$ cat config.mk
export PLATFORM = sky130hd
export DESIGN_NAME = uart_rx_os
export DESIGN_NICKNAME = d
export VERILOG_FILES = /design/src/rtl/uart_rx_os.sv
export SDC_FILE = /design/constraint.sdc
export NUM_CORES = 1
export LEC_CHECK = 0
export ABC_AREA = 1
export ABC_CLOCK_PERIOD_IN_PS = 3120
export CAP_MARGIN = 20
export CORE_UTILIZATION = 46
export CTS_BUF_LIST = sky130_fd_sc_hd__clkbuf_16
export CTS_CLUSTER_DIAMETER = 80
export CTS_CLUSTER_SIZE = 10
export DETAILED_ROUTE_END_ITERATION = 10
export SLEW_MARGIN = 5
export SYNTH_ARGS = -nofsm -noshare
export SYNTH_HDL_FRONTEND = slang
export SYNTH_SLANG_ARGS = --single-unit
export TNS_END_PERCENT = 50
$ cat constraint.sdc
create_clock -name aclk -period 3.12 [get_ports aclk]
set_input_delay 0.624 -clock aclk [delete_from_list [all_inputs] [get_ports aclk]]
set_output_delay 0.624 -clock aclk [all_outputs]
set_load 0.01 [all_outputs]
$ cat src/rtl/uart_rx_os.sv
// rtl/uart_rx_os.sv - oversampling UART receiver with runtime frame format and show-ahead RX FIFO
//
// Purpose:
//   Receives asynchronous serial frames on rx_serial. The line is sampled at
//   OS_RATE ticks per bit; the tick period is cfg_div+1 aclk cycles. Each bit is
//   decided by a 3-sample majority around mid-bit. Frames carry 5-8 data bits,
//   optional even/odd parity and 1 or 2 stop bits. Each frame is stored with its
//   parity, framing and break flags in a show-ahead FIFO.
//
// Ports:
//   aclk, aresetn        clock, asynchronous active-low reset
//   rx_serial            serial line, idle high, asynchronous to aclk
//   cfg_en               receiver enable; low aborts any frame in progress
//   cfg_div              aclk cycles per oversample tick, minus 1
//   cfg_data_bits        00=5 .. 11=8 data bits
//   cfg_parity           00 none, 01 even, 10 odd, 11 none
//   cfg_stop2            two stop bits when 1
//   m_valid/m_ready      FIFO head handshake; pop on m_valid && m_ready
//   m_data/m_perr/m_ferr/m_brk  head entry, all zero when FIFO empty
//   fifo_level           number of entries held
//   overrun, ovr_clr     sticky frame-dropped flag and its clear
//   rx_busy              receiver is inside a frame or waiting out a break

module uart_rx_os #(
  parameter int OS_RATE     = 16,
  parameter int DIV_W       = 16,
  parameter int FIFO_DEPTH  = 16,
  parameter int SYNC_STAGES = 2
) (
  input  logic                          aclk,
  input  logic                          aresetn,
  input  logic                          rx_serial,
  input  logic                          cfg_en,
  input  logic [DIV_W-1:0]              cfg_div,
  input  logic [1:0]                    cfg_data_bits,
  input  logic [1:0]                    cfg_parity,
  input  logic                          cfg_stop2,
  output logic                          m_valid,
  input  logic                          m_ready,
  output logic [7:0]                    m_data,
  output logic                          m_perr,
  output logic                          m_ferr,
  output logic                          m_brk,
  output logic [$clog2(FIFO_DEPTH):0]   fifo_level,
  output logic                          overrun,
  input  logic                          ovr_clr,
  output logic                          rx_busy
);

  localparam int PH_W = $clog2(OS_RATE);
  localparam int AW   = $clog2(FIFO_DEPTH);

  localparam logic [PH_W-1:0] PH_S0  = PH_W'(OS_RATE / 2 - 1);
  localparam logic [PH_W-1:0] PH_S1  = PH_W'(OS_RATE / 2);
  localparam logic [PH_W-1:0] PH_S2  = PH_W'(OS_RATE / 2 + 1);
  localparam logic [PH_W-1:0] PH_END = PH_W'(OS_RATE - 1);
  localparam logic [PH_W-1:0] PH_ONE = PH_W'(1);
  localparam logic [AW:0]     LVL_FULL = (AW + 1)'(FIFO_DEPTH);
  localparam logic [AW:0]     LVL_ONE  = (AW + 1)'(1);
  localparam logic [AW-1:0]   PTR_ONE  = AW'(1);
  localparam logic [DIV_W-1:0] CNT_ONE = DIV_W'(1);

  typedef enum logic [2:0] {
    S_IDLE,
    S_START,
    S_DATA,
    S_PARITY,
    S_STOP1,
    S_STOP2,
    S_BRKWAIT
  } state_t;

  // Synchroniser resets to idle-high so leaving reset never looks like a start bit.
  logic [SYNC_STAGES-1:0] r_sync;
  logic                   w_rx;

  always_ff @(posedge aclk or negedge aresetn) begin
    if (!aresetn) begin
      r_sync <= '1;
    end else begin
      r_sync <= {r_sync[SYNC_STAGES-2:0], rx_serial};
    end
  end

  assign w_rx = r_sync[SYNC_STAGES-1];

  state_t           r_state;
  logic [PH_W-1:0]  r_phase;
  logic [DIV_W-1:0] r_tick_cnt;
  logic [DIV_W-1:0] r_div;
  logic [2:0]       r_nbits;   // data bits minus 1
  logic [1:0]       r_par;
  logic             r_stop2;
  logic [2:0]       r_bitidx;
  logic [7:0]       r_data;
  logic             r_s0;
  logic             r_s1;
  logic             r_parbit;
  logic             r_perr;
  logic             r_ferr1;   // first stop bit was 0 (two-stop frames)

  logic w_in_frame;
  logic w_tick;
  logic w_mid;
  logic w_end;
  logic w_bit;
  logic w_par_en;
  logic w_last_stop;
  logic w_all_zero;
  logic w_ferr;
  logic w_brk;
  logic w_push;
  logic [10:0] w_entry;

  assign w_in_frame = (r_state == S_START) || (r_state == S_DATA) || (r_state == S_PARITY) ||
                      (r_state == S_STOP1) || (r_state == S_STOP2);
  assign w_tick     = w_in_frame && (r_tick_cnt == '0);
  assign w_mid      = w_tick && (r_phase == PH_S2);
  assign w_end      = w_tick && (r_phase == PH_END);
  // Third sample is taken live at the deciding tick.
  assign w_bit      = (r_s0 & r_s1) | (r_s0 & w_rx) | (r_s1 & w_rx);
  assign w_par_en   = (r_par == 2'b01) || (r_par == 2'b10);
  assign w_last_stop = (r_state == S_STOP2) || ((r_state == S_STOP1) && !r_stop2);
  assign w_all_zero = (r_data == 8'd0) && !r_parbit;
  assign w_ferr     = !w_bit || ((r_state == S_STOP2) && r_ferr1);
  // Break needs every stop bit low as well as all-zero data and parity.
  assign w_brk      = w_all_zero && !w_bit && ((r_state == S_STOP1) || r_ferr1);
  assign w_push     = cfg_en && w_mid && w_last_stop;
  assign w_entry    = {w_brk, w_ferr, r_perr, r_data};

  // Tick divider sits at reload outside a frame so the first tick after START
  // entry lands a fixed cfg_div cycles later.
  always_ff @(posedge aclk or negedge aresetn) begin
    if (!aresetn) begin
      r_tick_cnt <= '0;
    end else if (!cfg_en || !w_in_frame) begin
      r_tick_cnt <= cfg_div;
    end else if (r_tick_cnt == '0) begin
      r_tick_cnt <= r_div;
    end else begin
      r_tick_cnt <= r_tick_cnt - CNT_ONE;
    end
  end

  always_ff @(posedge aclk or negedge aresetn) begin
    if (!aresetn) begin
      r_state  <= S_IDLE;
      r_phase  <= '0;
      r_div    <= '0;
      r_nbits  <= '0;
      r_par    <= '0;
      r_stop2  <= 1'b0;
      r_bitidx <= '0;
      r_data   <= '0;
      r_s0     <= 1'b1;
      r_s1     <= 1'b1;
      r_parbit <= 1'b0;
      r_perr   <= 1'b0;
      r_ferr1  <= 1'b0;
    end else if (!cfg_en) begin
      r_state <= S_IDLE;
    end else begin
      if (w_tick) begin
        r_phase <= (r_phase == PH_END) ? '0 : r_phase + PH_ONE;
        if (r_phase == PH_S0) r_s0 <= w_rx;
        if (r_phase == PH_S1) r_s1 <= w_rx;
      end
      case (r_state)
        S_IDLE: begin
          if (!w_rx) begin
            r_state  <= S_START;
            r_phase  <= '0;
            r_div    <= cfg_div;
            r_nbits  <= 3'd4 + {1'b0, cfg_data_bits};
            r_par    <= cfg_parity;
            r_stop2  <= cfg_stop2;
            r_bitidx <= '0;
            r_data   <= '0;
            r_parbit <= 1'b0;
            r_perr   <= 1'b0;
            r_ferr1  <= 1'b0;
          end
        end
        S_START: begin
          if (w_mid && w_bit) begin
            r_state <= S_IDLE;
          end else if (w_end) begin
            r_state <= S_DATA;
          end
        end
        S_DATA: begin
          if (w_mid) r_data[r_bitidx] <= w_bit;
          if (w_end) begin
            r_bitidx <= r_bitidx + 3'd1;
            if (r_bitidx == r_nbits) r_state <= w_par_en ? S_PARITY : S_STOP1;
          end
        end
        S_PARITY: begin
          if (w_mid) begin
            r_parbit <= w_bit;
            r_perr   <= (r_par == 2'b01) ? (^r_data ^ w_bit) : ~(^r_data ^ w_bit);
          end
          if (w_end) r_state <= S_STOP1;
        end
        S_STOP1: begin
          if (w_mid) begin
            if (r_stop2) r_ferr1 <= !w_bit;
            else         r_state <= w_brk ? S_BRKWAIT : S_IDLE;
          end else if (w_end && r_stop2) begin
            r_state <= S_STOP2;
          end
        end
        S_STOP2: begin
          if (w_mid) r_state <= w_brk ? S_BRKWAIT : S_IDLE;
        end
        S_BRKWAIT: begin
          if (w_rx) r_state <= S_IDLE;
        end
        default: r_state <= S_IDLE;
      endcase
    end
  end

  // RX FIFO
  logic [10:0]   r_mem [FIFO_DEPTH];
  logic [AW-1:0] r_wptr;
  logic [AW-1:0] r_rptr;
  logic [AW:0]   r_level;
  logic          r_overrun;
  logic          w_full;
  logic          w_empty;
  logic          w_pop;
  logic          w_wr;
  logic [10:0]   w_head;

  assign w_full  = (r_level == LVL_FULL);
  assign w_empty = (r_level == '0);
  assign w_pop   = !w_empty && m_ready;
  // A pop in the same cycle frees the slot, so a push into a full FIFO still lands.
  assign w_wr    = w_push && (!w_full || w_pop);
  assign w_head  = r_mem[r_rptr];

  always_ff @(posedge aclk) begin
    if (w_wr) r_mem[r_wptr] <= w_entry;
  end

  always_ff @(posedge aclk or negedge aresetn) begin
    if (!aresetn) begin
      r_wptr    <= '0;
      r_rptr    <= '0;
      r_level   <= '0;
      r_overrun <= 1'b0;
    end else begin
      if (w_wr)  r_wptr <= r_wptr + PTR_ONE;
      if (w_pop) r_rptr <= r_rptr + PTR_ONE;
      case ({w_wr, w_pop})
        2'b10:   r_level <= r_level + LVL_ONE;
        2'b01:   r_level <= r_level - LVL_ONE;
        default: r_level <= r_level;
      endcase
      if (w_push && w_full && !w_pop) begin
        r_overrun <= 1'b1;
      end else if (ovr_clr) begin
        r_overrun <= 1'b0;
      end
    end
  end

  assign m_valid    = !w_empty;
  assign m_data     = w_empty ? 8'd0 : w_head[7:0];
  assign m_perr     = !w_empty && w_head[8];
  assign m_ferr     = !w_empty && w_head[9];
  assign m_brk      = !w_empty && w_head[10];
  assign fifo_level = r_level;
  assign overrun    = r_overrun;
  assign rx_busy    = (r_state != S_IDLE);

endmodule

# --- After elaboration in Yosys (flattened, before gate mapping) ---
# Memory sizes are Yosys's and may differ from the RTL's.
# Index checks and enable logic that the tools add are counted.
# W data, S select, Z words.
word_totals:
  word_cells: 171
  output_inout_bits: 19
  ramBits: 176
  n_memories: 1
  regBits: 77
  input_bits: 27
classes:
  n_reduce_logical: 57
  n_lt_le_gt_ge: 2
  n_eq_ne: 31
  add_sub_neg: 8
  n_mux: 45
  n_bitwise: 8
memory_table:
  columns: ["name", "depth", "width", "read_ports", "rd_clocked_by_memory_dff", "wr", "line", "rtl"]
  rows:
  - ["r_mem", 16, 11, 1, 0, 1, "225", "logic [10:0] r_mem [FIFO_DEPTH];"]
ops:
  columns: ["operator", "n"]
  rows:
  - ["$mux W3", 16]
  - ["$mux W16", 2]
  - ["$mux W8", 3]
  - ["$pmux W3 S7", 1]
  - ["$logic_and A1 B1 Y1", 20]
  - ["$logic_not A16 Y1", 1]
  - ["$mux W4", 4]
  - ["$pmux W8 S2", 1]
  - ["$sub A16 B1 Y16 const B", 1]
  - ["$ne A3 B3 Y1 const B", 5]
  - ["$add A4 B1 Y4 const B", 3]
  - ["$eq A4 B4 Y1 const B", 3]
  - ["$ne A2 B2 Y1 const B", 6]
  - ["$reduce_and A4 Y1", 3]
  - ["$mux W1", 11]
  - ["$logic_or A1 B1 Y1", 10]
  - ["$pmux W5 S2", 1]
  - ["$reduce_bool A2 Y1", 5]
  - ["$eq A3 B3 Y1 const B", 3]
  - ["$reduce_and A3 Y1", 3]
  - ["$reduce_and A9 Y1", 1]
  - ["$bwmux W8", 1]
  - ["$logic_not A1 Y1", 8]
  - ["$logic_not A8 Y1", 1]
  - ["28 further kinds", 38]

# --- Logic depth before layout (Yosys ltp) ---
# Gate-level depths: netlist of the first run.
depth:
  ltp_word: 12
  mapped_depth: 20

# --- Worst setup path before layout of the first run ---
# No wires, ideal clock.
synth_timing:
  path_type: "register -> register"
  from: "reg r_tick_cnt[0]"
  to: "mem r_mem[0][0], enable pin"
  required_ps: 2742
  synth_period_minus_slack_ps: 2451
  n_path_buf: 0
  path_stages_with_launch: 13
  setup_ps: 378
  arrival_time_ps: 2072
  path_slack_ps: 669
  path_cell_list: "dfrtp_1 inv_1 ha_1 nand2_2 nor2_2 nand2_2 nor2_8 nand2_1 inv_1 nand3_2 clkinv_2 nand2_1 nor2_1"
synth_between:
  elab_chain_cells: 8
synth_rtl:
  columns: ["item", "line", "rtl"]
  rows:
  - ["start, declared", "89", "logic [DIV_W-1:0] r_tick_cnt;"]
  - ["start signal, assigned", "137", "r_tick_cnt <= cfg_div;"]
  - ["start signal, assigned", "139", "r_tick_cnt <= r_div;"]
  - ["start signal, assigned", "141", "r_tick_cnt <= r_tick_cnt - CNT_ONE;"]
  - ["$logic_not A16 Y1", "117", "assign w_tick = w_in_frame && (r_tick_cnt == '0);"]
  - ["$logic_and A1 B1 Y1", "117", null]
  - ["$logic_and A1 B1 Y1", "118", "assign w_mid = w_tick && (r_phase == PH_S2);"]
  - ["$logic_and A1 B1 Y1 (2 in series)", "128", "assign w_push = cfg_en && w_mid && w_last_stop;"]
  - ["$logic_and A1 B1 Y1", "240", "assign w_wr = w_push && (!w_full || w_pop);"]
  - ["$mux W1", "244", "if (w_wr) r_mem[r_wptr] <= w_entry;"]
  - ["$mux W1 (not written as such)", "244", null]
  - ["end, declared", "225", null]
# No other way between the ends.

# --- Worst setup path after layout of the first run ---
layout_timing:
  from: "reg r_rptr[0]"
  to: "out m_data[0]"
layout_between:
  elab_chain_cells: 2
layout_rtl:
  columns: ["item", "line", "rtl"]
  rows:
  - ["start, declared", "227", "logic [AW-1:0] r_rptr;"]
  - ["start signal, assigned", "255", "if (w_pop) r_rptr <= r_rptr + PTR_ONE;"]
  - ["$mem_v2 Z16 W11", null, null]
  - ["$mux W8", "270", "assign m_data = w_empty ? 8'd0 : w_head[7:0];"]
  - ["end, declared", "40", "output logic [7:0] m_data,"]
# No other way between the ends.

==> metrics.txt, run 1 <==
Netlist cell types 47; IO Count 46; Routed WL 27800 um; worst r2r path cells 13; drt pass-1 iters 5; reg2reg start r_tick_cnt[0]; data arrival time of the critical path 2440 ps; GR Overflow Total 0; Final TNS setup 0 ps; row count 57; CP max FO 13; Clk pin slew, worst setup/hold paths 60 ps; Post-Layout Cell Count 1479; DP Worst Slack 340 ps; die footprint 25300 um2; Hold-fix buffers, CTS 0; status completed; Fin. Hold Viols 0; Synth area leaders edfxtp_1, dfrtp_1, o21ai_0; EDFF count, synth 176; die height 159 um; fmax 326 MHz; r2r endpoint r_mem[8][9]; vias in the first global route 7978; initial drt markers 775; syn_area_per_cell 10.8 um2; HPWL Detailed 17600 um; Max Slew Vio Count 0; Synth Cell Area 11300 um2; unrepaired setup endpoints after global routing true; R2R setup slack 420 ps; largest net degree at the start of global routing 52; CP top delay family buffers and inverters; root buf cell clkbuf_16; post-synthesis sequential area ratio 63.7%; Buf+Inv Stages, Crit Path 3; Core Area 24200 um2; share of the clock period used by the worst path 98.3%; CP max-delay cell dfrtp_2; largest stage delay on the critical path 460 ps; synth warn 0; CTS H-tree depth 1; Crit Path Category flop to output pin; layout cells sized above 1 11.9%; crit path to m_data[0]; I/O Buffers 45; Final setup viols 0; Layout Nets 1178; routed vias/inst 5.48; top-count cell post-synth edfxtp_1; initial core utilization 46.7%; Clock Skews 17.5 ps; post-synthesis net count 1098; placed cells 1425; slew margin rel. 49.0%; global-route wire length before repair 44600 um; CP required 2500 ps; CTS Buf Count 29; Yosys top cell area share 46.6%; FF+latch count, synth 253; initial antenna violation count 0; PwrDens 864 nW/um2; Worst-Skew Late Latency 540 ps; cells along the critical path inv_4 -> bufbuf_16 -> o21ai_0 -> o22ai_1 -> nor2_1 -> nor2_1 -> o21ai_0 -> a21oi_2 -> dlygate4sd2_1; Synth async-reset ratio 30.4%; Crit. End Element output pin; HP Class input port to async pin; Leak 5.17 nW; TritonCTS clock tree built; diode count 0; post-synth top area cell edfxtp_1; Final ANT Viol Nets 0; Tmin final 3070 ps; post-layout util 55.2%; vias post-DR 8110; VDD IR max 0.000413 V; Clock Sink Count 253; Worst Setup SP r_rptr[0]; startpoint types flop; Area Overhead vs Synth 18.1%; wire per inst 18.8 um; Slew @ Worst Pin 764 ps; Post-Syn Instances 1054; DRC 0; Max clock buf depth 3; fin worst setup slack 53.4 ps; post-CTS setup buffers 0; most common library cells after synthesis edfxtp_1, nor2_1, o21ai_0; Total GRT Usage 22.6%; GP Congestion 0.831; fill count 2147; ys flop type edfxtp_1; Die X 159 um; Worst Hold Slack 24.9 ps; Levels on crit path 9; # Max-Cap Violations 0
-- routing by layer --
metal / global-route usage (%) / vias to the layer above / part of all wire [%]
met5: 0 / - / 0
met4: 5.81 / 0 / 1.9
met3: 2.68 / 34 / 5.8
met2: 37.9 / 239 / 48
met1: 31.4 / 3958 / 44
li1: - / 3879 / -
-- sequential cells by signal, summed over array words and instances (netlist names) --
name,cells
overrun,1
r_phase,4
r_div,16
r_perr,1
r_sync,2
r_bitidx,3
r_tick_cnt,16
fifo_level,5
r_ferr1,1
r_stop2,1
r_state,3
r_s1,1
r_nbits,3
r_par,2
r_mem,176
r_rptr,4
r_wptr,4
r_parbit,1
r_s0,1
r_data,8
-- worst min path at each step --
stage,from,endpoint,slack (ps),cells past startpoint
finish,aresetn,r_phase[2],20,1
global route,aresetn,r_phase[1],30,1
CTS,aresetn,r_phase[1],30,1
detailed placement,r_sync[0],r_sync[1],350,0
global placement,r_sync[0],r_sync[1],350,0
floorplan,aresetn,fifo_level[0],330,0
-- cell families (layout without fill, tap and decap cells) --
| family | count (synthesis) | after routing | share of synthesized area, % |
|---|---|---|---|
| compound gates | 258 | 258 | 13.4 |
| xor+xnor | 23 | 23 | 1.84 |
| fa+ha+maj | 17 | 17 | 1.88 |
| buf+inv | 139 | 240 | 4.82 |
| flops | 253 | 253 | 63.7 |
| mux | 1 | 1 | 0.0883 |
| simple gates | 363 | 363 | 14.3 |
-- repair_timing --
item | in CTS | in global routing
pin swaps | 5 | 3
endpoints found under the hold margin | 0 | 0
gates cloned | 2 | 0
setup endpoints to repair | 11 | 6
gates resized for setup | 25 | 7
-- where the power goes --
part	leakage, nW	internal, mW	switching [mW]
clock network	0.471	1.66	1.25
registers	2.46	4.06	0.331
logic	2.24	1.63	2.64
-- worst reg2reg max path: stages (launching register included) --
cell and delay (ps):
dfrtp_1 380, inv_1 80, ha_1 260, nand2_2 140, nor2_2 140, nand2_2 210
nor2_8 220, nand2_1 90, inv_1 70, nand3_2 90, clkinv_2 160, nand2_1 150
nor2_1 220, buf_4 210
-- metrics by stage --
stage / cell area (um2) / power (mW)
after floorplan: 11300 / 6.89
after global placement: 12400 / 8.49
after detailed placement: 12400 / 8.54
after CTS: 13400 / 11.6
after global routing: 13400 / 12.3
final: 13400 / 11.6
-- final cells by class --
class	count	area [um2]	area share (%)
multi-input cells	662	3660	27.3
repair buffers	95	933	6.97
clock buffers	29	726	5.42
flip-flops and latches	253	7220	53.9
inverters	93	354	2.65
clock inverters	23	90.1	0.673
well taps	324	405	3.03
-- placed cells by master (no fill, tap or decap), types with 5 or more instances in the layout --
master,count
a21oi_2,5
nor2_1,160
o21ai_0,146
buf_12,5
dlygate4sd2_1,8
a21oi_1,23
inv_1,107
clkdlybuf4s50_1,33
nor3_1,8
nand3_1,34
ha_1,17
o31ai_1,9
nand2_1,122
o22ai_1,20
nand3_2,6
dfrtp_1,72
o221ai_1,27
xnor2_1,7
nand4_1,11
o21ai_1,8
edfxtp_1,176
o221ai_2,10
clkbuf_16,29
xor2_1,15
buf_4,42
Note: power is estimated with default switching activity, not from simulation.
==> run 2: changes to the inputs <==
Settings changed: SLEW_MARGIN 5 to 40.
==> results of run 2 <==
The final DEF is identical to that of run 1; final timing and power are the same.
==> run 3: changes to the inputs <==
Settings changed: CAP_MARGIN 20 to default, CTS_CLUSTER_DIAMETER 80 to default.
==> run 3 against run 2 <==
The flow now finishes with violations (setup timing). Total power grew 0.80%. Sequential power is essentially flat. Utilization increased by 0.16 points. Count of clock-buffer cells in the layout up 1. First-iteration DRC count is 12% lower. Critical path depth is 1 lower. Via count fell by 0.59%. Clock power rose by 3%. Non-clock buffer count unchanged. Highest routed layer unchanged.
==> metrics.txt, run 3 (same netlist as run 1, synthesis figures left out) <==
cells along the critical path inv_4 -> buf_12 -> buf_6 -> o21ai_0 -> o221ai_1 -> nand3_1 -> a21oi_2 -> clkdlybuf4s50_1 (was inv_4 -> bufbuf_16 -> o21ai_0 -> o22ai_1 -> nor2_1 -> nor2_1 -> o21ai_0 -> a21oi_2 -> dlygate4sd2_1); Leak 5.20 nW (was 5.17 nW); CP max FO 15 (was 13); Fin. Hold Viols 0 (unchanged); Crit Path Category flop to output pin (unchanged); vias in the first global route 7956 (was 7978); GP Congestion 0.831 (unchanged); Max clock buf depth 3 (unchanged); wire per inst 18.7 um (was 18.8 um); routed vias/inst 5.44 (was 5.48); Tmin final 3200 ps (was 3070 ps); r2r endpoint r_mem[8][7] (was r_mem[8][9]); Worst Hold Slack 21.0 ps (was 24.9 ps); slew margin rel. 48.0% (was 49.0%); commonest non-fill, non-tap cell in the layout edfxtp_1 (unchanged); Core Area 24200 um2 (unchanged); Layout Nets 1179 (was 1178); global-route wire length before repair 44100 um (was 44600 um); data arrival time of the critical path 2570 ps (was 2440 ps); fin worst setup slack -75.4 ps (was 53.4 ps); Area Overhead vs Synth 18.4% (was 18.1%); GR Overflow Total 0 (unchanged); HP Class input port to async pin (unchanged); layout cells sized above 1 12.0% (was 11.9%); Final setup viols 1 (was 0); PnR Total Power 11.7 mW (was 11.6 mW); Clk pin slew, worst setup/hold paths 60 ps (about the same); root buf cell clkbuf_16 (unchanged); VDD IR max 0.000426 V (was 0.000413 V); most flop-heavy register r_mem (unchanged); largest net degree at the start of global routing 52 (unchanged); startpoint types flop (unchanged); HPWL Detailed 17600 um (unchanged); DP Worst Slack 340 ps (unchanged); drt pass-1 iters 5 (unchanged); max reg flops 176 (unchanged); row count 57 (unchanged); initial antenna violation count 0 (unchanged); Clock Sink Count 253 (unchanged); worst r2r path cells 13 (unchanged); Largest regs r_mem (176), r_div (16), r_tick_cnt (16) (unchanged); largest stage delay on the critical path 550 ps (was 460 ps); unrepaired setup endpoints after global routing true (unchanged); CTS Buf Count 30 (was 29); CP required 2500 ps (about the same); I/O Buffers 45 (unchanged); # Max-Cap Violations 0 (unchanged); Max Slew Vio Count 0 (unchanged); Slew @ Worst Pin 780 ps (was 764 ps); failing checks setup timing; Total GRT Usage 22.2% (was 22.6%); fmax 313 MHz (was 326 MHz); initial drt markers 682 (was 775); DRC 0 (unchanged); Die X 159 um (unchanged); commonest cells after routing, fill and taps aside edfxtp_1, nor2_1, o21ai_0 (unchanged); Crit. End Element output pin (unchanged); reg2reg start r_tick_cnt[0] (unchanged); share of the clock period used by the worst path 102% (was 98.3%); IO Count 46 (unchanged); Final ANT Viol Nets 0 (unchanged); initial core utilization 46.7% (unchanged); diode count 0 (unchanged); Clock Skews 16.0 ps (was 17.5 ps); die height 159 um (unchanged); TritonCTS clock tree built (unchanged); CP max-delay cell clkdlybuf4s50_1 (was dfrtp_2); status finished with violations (was completed); CTS H-tree depth 1 (unchanged); Worst-Skew Late Latency 550 ps (was 540 ps); R2R setup slack 410 ps (was 420 ps); die footprint 25300 um2 (unchanged); Buf+Inv Stages, Crit Path 4 (was 3); post-layout util 55.4% (was 55.2%); Levels on crit path 8 (was 9); vias post-DR 8062 (was 8110); Routed WL 27700 um (was 27800 um); CP top delay family buffers and inverters (unchanged); PwrDens 868 nW/um2 (was 864 nW/um2); Hold-fix buffers, CTS 0 (unchanged)
## run 3: cell count changes in the layout (fill, tap and decap cells not counted), moves of 2 or more
cell	before	now
clkinv_1	1	3
dlymetal6s2s_1	2	4
dlygate4sd2_1	8	5
clkbuf_16	29	31
## run 3: worst max path at each step
stage	startpoint	end	slack, ps
2_1_floorplan	r_tick_cnt[0]	r_mem[0][0]	670
3_3_place_gp	r_rptr[0]	m_brk	320
6_report	r_rptr[0]	m_data[2]	-80
3_5_place_dp	r_rptr[0]	m_data[2]	340
4_1_cts	r_rptr[0]	m_data[1]	-210
5_1_grt	r_rptr[0]	m_data[2]	-200
## run 3: timing repair
item,CTS,global route
setup endpoints to repair,11,9
pin swaps,0,1
cloned,1,1
hold endpoints to repair,0,0
resized for setup,15,14
setup buffers,0,0
## run 3: cell type report
class / count / area (um2)
multi-input cells: 662 / 3640
clock buffers: 30 / 751
repair buffers: 95 / 935
flip-flops and latches: 253 / 7220
inverters: 93 / 354
clock inverters: 26 / 114
well taps: 324 / 405
fillers: 2145 / 10800
## run 3: where the power goes
group / leakage, nW / switching [mW] / internal (mW)
Combinational: 2.24 / 2.63 / 1.63
Sequential: 2.46 / 0.333 / 4.06
Clock: 0.492 / 1.29 / 1.72
Total: 5.20 / 4.25 / 7.40
## run 3: stage by stage
stage	std cells	area [um2]	setup TNS, ps
after global placement	1425	12400	0
after global routing	1483	13400	-296
after floorplan	1054	11300	0
after detailed placement	1425	12400	0
after CTS	1482	13400	-952
final	1483	13400	-75.4
## run 3: routing by layer
layer | GRT usage (%) | routed length, um
met2 | 37.4 | 13400
met4 | 5.33 | 516
met3 | 2.32 | 1350
met1 | 31.1 | 12400
met5 | 0 | 0
==> edit 1: new RTL, config.mk and constraints of run 2 <==
Set the parameter `SYNC_STAGES` to 4 (it was 2).
--- a/src/rtl/uart_rx_os.sv
+++ b/src/rtl/uart_rx_os.sv
@@ -27,3 +27,3 @@
   parameter int FIFO_DEPTH  = 16,
-  parameter int SYNC_STAGES = 2
+  parameter int SYNC_STAGES = 4
 ) (
Function: changed (Yosys sat finds a counterexample within 4 cycles, from zero or initial values and one cycle with aresetn low).
==> edit 1 against run 2 <==
The run now ends with setup timing left. Critical endpoint is now m_data[4]. Total power about the same. Cell area down 1.2%. Area after synthesis down 0.42%. Combinational power down 2%. Sequential cell count up 2. Wire length down 4.3%. Global-route usage down 0.72 points. Setup slack worse by 160 ps. Sequential power about the same. Via count down 3.2%. Worst hold slack better by 86 ps.
==> edit 1: results (changes against run 2) <==
Drt
  • Met3 Wirelength: 1220 um (was 1610 um)
  • 1st-iter DRT viols: 680 (was 775)
  • Met1 WL: 12200 um (about the same)

Worst setup path
  • Critical path fanouts, max: 54 (was 13)
  • Slowest stage cell, crit path: clkdlybuf4s50_1 (was dfrtp_2)
  • RR Endpoint: fifo_level[4]$_DFFE_PN0P_ (was r_mem[8][9]$_DFFE_PP_)
  • Peak per-stage delay on the critical path: 570 ps (was 460 ps)
  • Endpoint of the worst setup timing path: m_data[4] (was m_data[0])

Placed design
  • Placed cells: 1402 (was 1425)
  • Routability cong.: 0.865 (was 0.831)
  • Post-DP HPWL: 17100 um (was 17600 um)

Run status
  • Outcome: finished with violations (was complete, no violations)
  • Failing checks: setup timing

Synthesis
  • Syn_nets: 1083 (was 1098)
  • Async SR Flop Fraction: 0.310 (was 0.304)
  • Most common library cells after synthesis: 176 x edfxtp_1, 154 x nor2_1, 145 x o21ai_0, 124 x nand2_1, 73 x dfrtp_1 (was 176 x edfxtp_1, 160 x nor2_1, 146 x o21ai_0, 122 x nand2_1, 86 x inv_1)
  • Synth cell types: 44 (was 47)

Timing
  • Fin Hold WS: 111 ps (was 24.9 ps)
  • Fin worst setup slack: -108 ps (was 53.4 ps)
  • Slew margin rel.: 0.493 (was 0.490)
  • TNS Setup: -170 ps (was 0 ps)
  • Final setup fails: 2 (was 0)

GRT
  • Met2 Use GR: 0.367 (was 0.379)
  • Global-route wire length before repair: 41700 um (was 44600 um)
  • Largest net degree at the start of global routing: 55 (was 52)
  • Met3 Use GR: 0.0275 (was 0.0268)

Pwr
  • Int Power: 7.36 mW (was 7.34 mW)
  • P_seq: 4.40 mW (was 4.39 mW)
  • Net Sw Power: 4.21 mW (was 4.22 mW)

Cells and area
  • Layout cell share with drive strength beyond 1: 0.109 (was 0.119)
  • FILL cells: 2046 (was 2147)
  • Final Net Count: 1161 (was 1178)

CTS
  • Post-CTS Setup Bufs: 2 (was 0)

Floorplanning
  • Die footprint: 25200 um^2 (was 25300 um^2)
[edit 1: cell count changes after synthesis, moves of 3 or more]
cell / before / now
inv_1: 86 / 71
nand3_1: 36 / 39
nand3_2: 4 / 1
nor2_1: 160 / 154
nor2_4: 2 / 5
o21ai_1: 8 / 3
[edit 1: final cells by class]
| class | instances | area (um^2) | share of cell area |
|---|---|---|---|
| clock inverters | 25 | 114 | 0.00861 |
| repair buffers | 94 | 893 | 0.0675 |
| clock buffers | 29 | 726 | 0.0549 |
| well taps | 319 | 399 | 0.0302 |
| inverters | 80 | 303 | 0.0229 |
| multi-input cells | 657 | 3520 | 0.266 |
| flip-flops and latches | 255 | 7270 | 0.550 |
[edit 1: kinds of logic after synthesis]
kind of cell | Yosys count | share of synthesized area
muxes | 1 | 0.000887
DFF | 255 | 0.644
AOI/OAI and AO/OA | 256 | 0.134
xor gates and xnor gates | 26 | 0.0202
adders and majority gates | 17 | 0.0188
and+or+nand+nor | 357 | 0.137
buffers and inverters | 127 | 0.0447
==> edit 2: new RTL, config.mk and constraints of run 2 <==
Without the edit above. Re-encode `state_t` (7 states) as Gray code, 3 bits wide.
--- a/src/rtl/uart_rx_os.sv
+++ b/src/rtl/uart_rx_os.sv
@@ -63,9 +63,9 @@
   typedef enum logic [2:0] {
-    S_IDLE,
-    S_START,
-    S_DATA,
-    S_PARITY,
-    S_STOP1,
-    S_STOP2,
-    S_BRKWAIT
+    S_IDLE    = 3'b000,
+    S_START   = 3'b001,
+    S_DATA    = 3'b011,
+    S_PARITY  = 3'b010,
+    S_STOP1   = 3'b110,
+    S_STOP2   = 3'b111,
+    S_BRKWAIT = 3'b101
   } state_t;
Check against the original RTL: same outputs for any inputs over 10 cycles, from zero or initial values and one cycle with aresetn low; not proved beyond that.
==> edit 2 against run 2 <==
The run now ends with setup timing left. Sequential cell count is the same. Core utilization grew 0.37 points. Final cell count shrank 1.1%. Register-to-register slack is essentially flat. Worst hold slack gained 120 ps. Setup slack lost 71 ps. Clock skew shrank 6.6 ps. Wire length shrank 6.5%. Area after synthesis shrank 0.29%. Total power shrank 3.4%. Critical path depth shrank 2. Cell area shrank 1.4%.
==> edit 2: results (changes against run 2) <==
Placed design
  • Placed cells: 1412 (was 1425)
  • Routability cong.: 0.821 (was 0.831)
  • Post-DP HPWL: 17200 um (was 17600 um)

Synthesis
  • Sequential area share after synthesis: 0.639 (was 0.637)
  • Most common library cells after synthesis: 176 x edfxtp_1, 154 x o21ai_0, 152 x nor2_1, 122 x nand2_1, 83 x inv_1 (was 176 x edfxtp_1, 160 x nor2_1, 146 x o21ai_0, 122 x nand2_1, 86 x inv_1)
  • Synth cell types: 45 (was 47)
  • Avg Cell Area, Syn: 10.7 um^2 (was 10.8 um^2)
  • Dominant cells by area after synthesis: edfxtp_1 47%, dfrtp_1 16%, o21ai_0 6.8%, nor2_1 5.0%, nand2_1 4.1% (was edfxtp_1 47%, dfrtp_1 16%, o21ai_0 6.4%, nor2_1 5.3%, nand2_1 4.0%)

Min path
  • Hold Crit Class: in -> async (unchanged)

Cells and area
  • Layout cell share with drive strength beyond 1: 0.101 (was 0.119)
  • Final std cells w/o fill: 1463 (was 1479)

Pwr
  • Leak: 5.25 nW (was 5.17 nW)
  • Max rail drop VDD: 0.000380 V (was 0.000413 V)

Timing
  • Worst Skew: 10.9 ps (was 17.5 ps)
  • Slew at the pin closest to its max-slew limit: 831 ps (was 764 ps)
  • Fin Hold WS: 148 ps (was 24.9 ps)
  • Fin worst setup slack: -17.6 ps (was 53.4 ps)
  • Final setup fails: 2 (was 0)
  • TNS Setup: -20.8 ps (was 0 ps)

Run status
  • Outcome: finished with violations (was complete, no violations)
  • Failing checks: setup timing

Drt
  • WL per Instance: 17.8 um (was 18.8 um)
  • DR vias/cell: 5.41 (was 5.48)
  • 1st-iter DRT viols: 539 (was 775)

GRT
  • Vias in the first global route: 7607 (was 7978)
  • GRT Total Usage: 0.209 (was 0.226)
  • Global-route wire length before repair: 41700 um (was 44600 um)

Worst setup path
  • WP data arrival: 2510 ps (was 2440 ps)
  • Critical path fanouts, max: 18 (was 13)
  • R2r worst-path depth: 18 (was 13)

CTS
  • CTS buffer count: 29 (unchanged)
[edit 2: cell count changes in the layout (fill, tap and decap cells not counted), sizes merged, moves of 3 or more]
cell / run 2 / this run
nor2: 167 / 161
dlymetal6s2s: 2 / 5
nor3: 8 / 11
dlygate4sd2: 8 / 4
o21ai: 157 / 163
buf: 49 / 43
[edit 2: path summary, 6_finish.rpt]
kind,start,to
worst max-delay path,r_rptr[0]$_DFFE_PN0P_,m_data[0]
worst min-delay path,aresetn,r_state[2]$_DFFE_PN0P_
worst max register to register,r_tick_cnt[0]$_DFF_PN0_,fifo_level[4]$_DFFE_PN0P_
worst min register to register,r_sync[0]$_DFF_PN1_,r_sync[1]$_DFF_PN1_
max in group asynchronous,aresetn,r_s0$_DFFE_PN1P_
min in group aclk,r_sync[0]$_DFF_PN1_,r_sync[1]$_DFF_PN1_
[edit 2: critical path, cell delays in order (launching register included)]
cell,delay (ps)
dfrtp_2,460
inv_4,130
buf_8,170
o21ai_0,110
o221ai_2,260
nand3_1,160
a21oi_1,150
clkdlybuf4s50_1,550
[edit 2: kinds of logic (layout without fill, tap and decap cells)]
group,Yosys count,count (layout),synth area share
xor+xnor,21,21,0.0169
flops,253,253,0.639
compound gates,265,265,0.137
buf+inv,137,228,0.0465
fa+ha+maj,18,18,0.0199
simple gates,359,359,0.141
[edit 2: through the flow]
step,instance area (um^2),setup WS [ps]
6_report,13200,-17.6
3_3_place_gp,12300,268
4_1_cts,13200,-173
2_1_floorplan,11300,657
3_5_place_dp,12300,243
5_1_grt,13200,-101
[edit 2: report_power, final]
part	internal, mW	switching, mW	leakage [nW]
Clock	1.66	1.26	0.474
Sequential	4.00	0.302	2.58
Combinational	1.51	2.43	2.20
[edit 2: final cells by class]
type | instances | area (um^2)
clock inverters | 22 | 87.6
inverters | 90 | 340
clock buffers | 29 | 726
repair buffers | 87 | 840
fillers | 2072 | 10600
flip-flops and latches | 253 | 7220
well taps | 319 | 399
multi-input cells | 663 | 3590
[edit 2: metal layers]
layer | vias up | wire (um) | track usage
li1 | 3865 | - | -
met1 | 3824 | 11600 | 0.283
met2 | 185 | 12600 | 0.356
met3 | 42 | 1250 | 0.0280
met4 | 0 | 507 | 0.0512
met5 | - | 0 | 0
[edit 2: repair_timing]
action                                  4_1_cts  5_1_grt
buffers inserted                              0        0
endpoints found under the setup margin       11        9
gates resized for setup                      12       11
pin swaps                                     4        4
